**src/rtl/acc_chain_reader_if.sv**
```systemverilog
// acc_chain_reader_if
//   Groups the input beat stream and the result stream of acc_chain_reader.
//   Parameters:
//     n    - width of data words and of the product
//     LENW - width of the beat count
//   Input stream (producer -> reader):
//     in_data, in_valid, in_last
//     in_ready (reader -> producer)
//   Result stream (reader -> consumer):
//     out_data, out_count, out_ovf, out_valid
//     out_ready (consumer -> reader)
//   Modports:
//     slave  - reader side
//     master - environment side
interface acc_chain_reader_if #(
  parameter int unsigned n    = 8,
  parameter int unsigned LENW = 8
);
  logic [n-1:0]    in_data;
  logic            in_valid;
  logic            in_last;
  logic            in_ready;
  logic [n-1:0]    out_data;
  logic [LENW-1:0] out_count;
  logic            out_ovf;
  logic            out_valid;
  logic            out_ready;

  modport slave (
    input  in_data, in_valid, in_last, out_ready,
    output in_ready, out_data, out_count, out_ovf, out_valid
  );

  modport master (
    output in_data, in_valid, in_last, out_ready,
    input  in_ready, out_data, out_count, out_ovf, out_valid
  );
endinterface

```
**src/rtl/acc_chain_reader.sv**
```systemverilog
// acc_chain_reader
//   Folds a framed stream of n-bit words multiplicatively into an accumulator
//   that is seeded with 1. At end of frame it presents the product, the
//   saturating beat count and a sticky overflow flag. It holds them until the
//   result handshake completes.
//   Ports:
//     clk   - rising-edge clock
//     reset - asynchronous active-low reset
//     bus   - acc_chain_reader_if.slave, carrying the beat and result streams
//   Build option:
//     ACC_CHAIN_READER_SAT_EN - when defined, the accumulator saturates to
//     all-ones once overflow is seen. When undefined, it wraps to the low
//     n bits.
module acc_chain_reader #(
  parameter int unsigned n    = 8,
  parameter int unsigned LENW = 8
) (
  input  logic                clk,
  input  logic                reset,
  acc_chain_reader_if.slave   bus
);

  typedef enum logic [1:0] {
    IDLE  = 2'd0,
    ACCUM = 2'd1,
    HOLD  = 2'd2
  } state_t;

  state_t          state_q, state_d;
  logic [n-1:0]    acc_q, acc_d;
  logic [LENW-1:0] cnt_q, cnt_d;
  logic            ovf_q, ovf_d;
  logic [n-1:0]    res_data_q, res_data_d;
  logic [LENW-1:0] res_cnt_q, res_cnt_d;
  logic            res_ovf_q, res_ovf_d;
  logic            out_valid_q, out_valid_d;

  logic [2*n-1:0]  prod;
  logic [n-1:0]    acc_nxt;
  logic [LENW-1:0] cnt_nxt;
  logic            ovf_nxt;
  logic            in_ready;
  logic            accept;

  assign in_ready = (state_q != HOLD);
  assign accept   = bus.in_valid && in_ready;

  // These are the per-beat update values, including the current beat.
  always_comb begin
    prod    = {{n{1'b0}}, acc_q} * {{n{1'b0}}, bus.in_data};
    ovf_nxt = ovf_q | (prod[2*n-1:n] != '0);
`ifdef ACC_CHAIN_READER_SAT_EN
    // A zero product overrides saturation, so a zero word still forces 0.
    if (prod == '0) begin
      acc_nxt = '0;
    end else if (ovf_nxt) begin
      acc_nxt = '1;
    end else begin
      acc_nxt = prod[n-1:0];
    end
`else
    acc_nxt = prod[n-1:0];
`endif
    cnt_nxt = (cnt_q == '1) ? cnt_q : cnt_q + LENW'(1);
  end

  always_comb begin
    state_d     = state_q;
    acc_d       = acc_q;
    cnt_d       = cnt_q;
    ovf_d       = ovf_q;
    res_data_d  = res_data_q;
    res_cnt_d   = res_cnt_q;
    res_ovf_d   = res_ovf_q;
    out_valid_d = out_valid_q;
    unique case (state_q)
      IDLE, ACCUM: begin
        if (accept) begin
          if (bus.in_last) begin
            res_data_d  = acc_nxt;
            res_cnt_d   = cnt_nxt;
            res_ovf_d   = ovf_nxt;
            out_valid_d = 1'b1;
            acc_d       = n'(1);
            cnt_d       = '0;
            ovf_d       = 1'b0;
            state_d     = HOLD;
          end else begin
            acc_d   = acc_nxt;
            cnt_d   = cnt_nxt;
            ovf_d   = ovf_nxt;
            state_d = ACCUM;
          end
        end
      end
      HOLD: begin
        if (bus.out_ready) begin
          out_valid_d = 1'b0;
          state_d     = IDLE;
        end
      end
      default: state_d = IDLE;
    endcase
  end

  always_ff @(posedge clk or negedge reset) begin
    if (!reset) begin
      state_q     <= IDLE;
      acc_q       <= n'(1);
      cnt_q       <= '0;
      ovf_q       <= 1'b0;
      res_data_q  <= n'(1);
      res_cnt_q   <= '0;
      res_ovf_q   <= 1'b0;
      out_valid_q <= 1'b0;
    end else begin
      state_q     <= state_d;
      acc_q       <= acc_d;
      cnt_q       <= cnt_d;
      ovf_q       <= ovf_d;
      res_data_q  <= res_data_d;
      res_cnt_q   <= res_cnt_d;
      res_ovf_q   <= res_ovf_d;
      out_valid_q <= out_valid_d;
    end
  end

  assign bus.in_ready  = in_ready;
  assign bus.out_data  = res_data_q;
  assign bus.out_count = res_cnt_q;
  assign bus.out_ovf   = res_ovf_q;
  assign bus.out_valid = out_valid_q;

endmodule

```
**src/flat_wrapper.sv**
```systemverilog
// flat-port wrapper written by rule: the top's interface ports become plain ports
module acc_chain_reader_flat 
#(
  parameter int unsigned n    = 8,
  parameter int unsigned LENW = 8
)
  (clk, reset, bus_in_data, bus_in_valid, bus_in_last, bus_out_ready, bus_in_ready, bus_out_data, bus_out_count, bus_out_ovf, bus_out_valid);
  acc_chain_reader_if #(.n(n), .LENW(LENW)) bus_i ();
  input  logic clk;
  input  logic reset;
  input wire logic [$bits(bus_i.in_data)-1:0] bus_in_data;
  input wire logic [$bits(bus_i.in_valid)-1:0] bus_in_valid;
  input wire logic [$bits(bus_i.in_last)-1:0] bus_in_last;
  input wire logic [$bits(bus_i.out_ready)-1:0] bus_out_ready;
  output wire logic [$bits(bus_i.in_ready)-1:0] bus_in_ready;
  output wire logic [$bits(bus_i.out_data)-1:0] bus_out_data;
  output wire logic [$bits(bus_i.out_count)-1:0] bus_out_count;
  output wire logic [$bits(bus_i.out_ovf)-1:0] bus_out_ovf;
  output wire logic [$bits(bus_i.out_valid)-1:0] bus_out_valid;
  assign bus_i.in_data = bus_in_data;
  assign bus_i.in_valid = bus_in_valid;
  assign bus_i.in_last = bus_in_last;
  assign bus_i.out_ready = bus_out_ready;
  assign bus_in_ready = bus_i.in_ready;
  assign bus_out_data = bus_i.out_data;
  assign bus_out_count = bus_i.out_count;
  assign bus_out_ovf = bus_i.out_ovf;
  assign bus_out_valid = bus_i.out_valid;
  acc_chain_reader #(.n(n), .LENW(LENW)) u_core (.clk(clk), .reset(reset), .bus(bus_i));
endmodule
```
**config.mk**
```make
export PLATFORM = sky130hd
export DESIGN_NAME = acc_chain_reader_flat
export DESIGN_NICKNAME = d
export VERILOG_FILES = /design/src/rtl/acc_chain_reader_if.sv /design/src/rtl/acc_chain_reader.sv /design/src/flat_wrapper.sv
export SDC_FILE = /design/constraint.sdc
export NUM_CORES = 1
export LEC_CHECK = 0
export ABC_AREA = 0
export BUFFER_PORTS_ARGS = -buffer_cell sky130_fd_sc_hd__clkbuf_2
export CORE_MARGIN = 2
export CORE_UTILIZATION = 34
export DETAILED_ROUTE_END_ITERATION = 8
export SETUP_SLACK_MARGIN = 0.05
export SYNTH_ARGS = -nofsm -noshare
export SYNTH_HDL_FRONTEND = slang
export SYNTH_SLANG_ARGS = --single-unit
```
**constraint.sdc**
```tcl
create_clock -name clk -period 5.36 [get_ports clk]
set_input_delay 1.072 -clock clk [delete_from_list [all_inputs] [get_ports clk]]
set_output_delay 1.072 -clock clk [all_outputs]
set_load 0.03 [all_outputs]
```
==> summary.txt <==
Run status
  • Status: completed

Logic synthesis
  • Main synth FF type: dfrtp_1
  • Distinct cells, synth: 54
  • Largest family of logic cells by synthesized area: adder cells
  • Synth Area in Compound Gates: 12.27%
  • Adder-cell share of the synthesized area: 31.03%
  • Syn Nets: 512
  • Synthesized area per cell: 8.955 um2
  • Top-area cell type share of the netlist area: 22.96%
  • Cells after Synth: 426
  • Cell area after synthesis: 0.003815 mm2
  • #FFs+latches synth: 37
  • Synth warn: 0
  • Post-synthesis xor/xnor area fraction: 2.525%
  • Post-synthesis sequential area ratio: 24.34%
  • Post-synthesis mux area share: 1.082%
  • Synth top area cells: dfrtp_1, fa_1, ha_1
  • Simple-gate share of the synthesized area: 21.58%
  • EDFF count, synth: 0
  • Biggest area consumer among synthesized cells: dfrtp_1
  • Async S/R FF share, synth: 100.0%

STA
  • Layout Skew: 0.01356 ns
  • Finish-stage setup viols: 0
  • Final worst setup slack: 0.3407 ns
  • Slew headroom: 38.50%
  • Final Slew Violations: 0
  • WHS: 0.4661 ns
  • Crit share post-route: 93.64%
  • Slew @ Worst Pin: 0.9224 ns
  • Final worst path period need: 5.019 ns
  • RSZ-0062 raised after global routing: no
  • Maximum clock frequency: 199.2 MHz
  • Final total negative setup slack: 0 ns
  • Final Hold Viols: 0

Global routing
  • Largest net degree at the start of global routing: 38
  • Antenna violations before repair: 0
  • GRT Total Usage: 14.96%
  • First-pass GRT wire length: 14350 um
  • Vias in the first global route: 2991
  • Total gr overflow: 0

Final layout
  • Nets: 540
  • Post-Layout Cell Count: 595
  • Most frequent cells in the layout: nand2_1, inv_1, ha_1
  • Post-route cell area: 0.004220 mm2
  • Most common cell after layout, fill and taps aside: nand2_1
  • Post-synthesis to final-layout area growth: 10.63%
  • Post-layout utilization of the core: 38.76%
  • Share of cells above drive strength 1: 12.31%
  • Ant. Diodes: 0
  • Filler cells: 1097

Routing
  • Metal3 WL: 259 um
  • WL met1: 3967 um
  • Drt wl/cell: 13.81 um
  • Pre-Repair DR Iteration Count: 4
  • Antenna viol nets, final: 0
  • Detailed Route Iter0 Violations: 142
  • Vias: 3002
  • DR vias/cell: 5.045
  • Residual DRC: 0
  • Final WL: 8217 um
  • Top sig layer: met4
  • Met2 WL: 3862 um

Placed design
  • Port buffer count: 31
  • Pre-CTS setup slack: 0.02333 ns
  • Routability congestion estimate: 0.8310
  • Placed cells: 587
  • Area after DPL: 0.004100 mm2
  • Post-DP HPWL: 6504 um

Setup path
  • Reg2Reg Depth: 13
  • Startpoint Class: input pin
  • Worst-path maximum fanout: 8
  • CP Launch Point: bus_in_data[7]
  • Critical Path End Type: flip-flop
  • CP Class: in -> reg
  • RR Startpoint: u_core.acc_q[0]
  • Critical Path AT: 5.18 ns
  • Reg2Reg Capture Point: u_core.ovf_q
  • Critical Path RT: 5.52 ns
  • Reg2reg setup slack: 0.64 ns
  • Critical Path Sink: u_core.ovf_q

CTS
  • Clock Tree Root: clkbuf_8
  • TritonCTS buffer count: 5
  • Clock tree buffer depth: 2
  • # H-tree levels: 2
  • CTS tree: built
  • Resized cells post-CTS: 0
  • Clock Sink Count: 37
  • Clk_lat worst skew: 0.29 ns
  • Clk slew on worst S/H paths: 0.08 ns
  • Total setup buffers inserted after CTS: 0
  • Hold buffer count at cts: 0

Run
  • Max-cap viol count: 0

Worst hold path
  • Hold Path Class: reg -> reg

Die
  • Die Height: 109.9 um
  • IO Count: 32
  • CORE AREA: 0.01089 mm2
  • DIE WIDTH: 109.9 um
  • FP Rows: 38
  • Die Footprint: 0.01208 mm2
  • Starting density of the core: 35.04%

Pwr
  • Leakage power total: 2.121 nW
  • Worst VDD drop: 0.0002411 V
  • Pwr Density: 506.6 mW/mm2
  • Power after layout: 2.138 mW
[routing by layer]
layer  vias up  track usage, %
met3        14           2.490
met2        63           23.88
met1      1466           21.34
met4         0           3.074
li1       1459               -
met5         -               0
[cell families (layout without fill, tap and decap cells)]
group	after synthesis	after routing
XOR/XNOR	11	11
adder cells (fa/ha/maj)	73	73
AO/OA/AOI/OAI	67	67
flip-flops	37	37
multiplexers	4	4
buffers and inverters	68	97
AND/OR/NAND/NOR	166	166
[synthesized netlist by cell type, types with 2 or more instances]
library cell and count:
nand3_1 6, nor3_1 3, inv_1 55, xor2_1 4
clkbuf_1 10, buf_6 2, ha_1 37, a21oi_1 11
nand3b_1 4, dfrtp_1 35, o31ai_1 6, nor3b_1 2
dfstp_2 2, o21ai_0 4, mux2i_1 3, nor2_1 13
o21bai_1 2, and2_1 35, nand4_1 3, nand2_1 82
fa_1 36, nor4_1 3, o21ai_1 16, xnor2_1 7
a211oi_1 4, a31oi_1 3, and3_1 5, a21o_1 6
nand2b_1 2
[worst min-delay path by stage]
stage	startpoint	endpoint	slack [ns]	cells past startpoint
2_1_floorplan	u_core.state_q[1]	u_core.state_q[0]	0.44	1
3_3_place_gp	u_core.bus.out_data[0]	u_core.bus.out_data[0]	0.45	2
3_5_place_dp	u_core.bus.out_data[0]	u_core.bus.out_data[0]	0.46	2
4_1_cts	u_core.bus.out_data[0]	u_core.bus.out_data[0]	0.47	2
5_1_grt	u_core.bus.out_data[0]	u_core.bus.out_data[0]	0.48	2
6_report	u_core.bus.out_data[0]	u_core.bus.out_data[0]	0.47	2
[power by group]
group	total [mW]	internal, mW	switching, mW
sequential	0.434	0.346	0.0878
combinational	1.45	0.597	0.854
clock	0.253	0.151	0.102
[critical path, cell delays in order]
cell and delay [ns]:
clkbuf_2 0.16, nand2_1 0.10, fa_1 0.51, fa_1 0.51
fa_1 0.52, fa_1 0.56, inv_1 0.05, ha_1 0.31
a21o_1 0.21, a221oi_4 0.36, xnor2_1 0.10, or4_4 0.49
a21oi_2 0.15, a2bb2oi_1 0.08
[registers in the layout, summed over array words and instances (netlist names)]
signal,cells
u_core.acc_q,8
u_core.bus.out_count,8
u_core.bus.out_data,8
u_core.bus.out_ovf,1
u_core.bus.out_valid,1
u_core.cnt_q,8
u_core.ovf_q,1
u_core.state_q,2
[area by class of cell]
type                            count  area [um2]  share of cell area (%)
Timing Repair Buffer               34       177.7                   4.210
Clock buffer                        6       82.58                   1.957
Clock inverter                      2       37.54                  0.8894
Inverter                           55       206.4                   4.892
Multi-Input combinational cell    321        2613                   61.90
Sequential cell                    37       928.4                   22.00
Tap cell                          140       175.2                   4.151
Power figures use the tool's default switching activity.
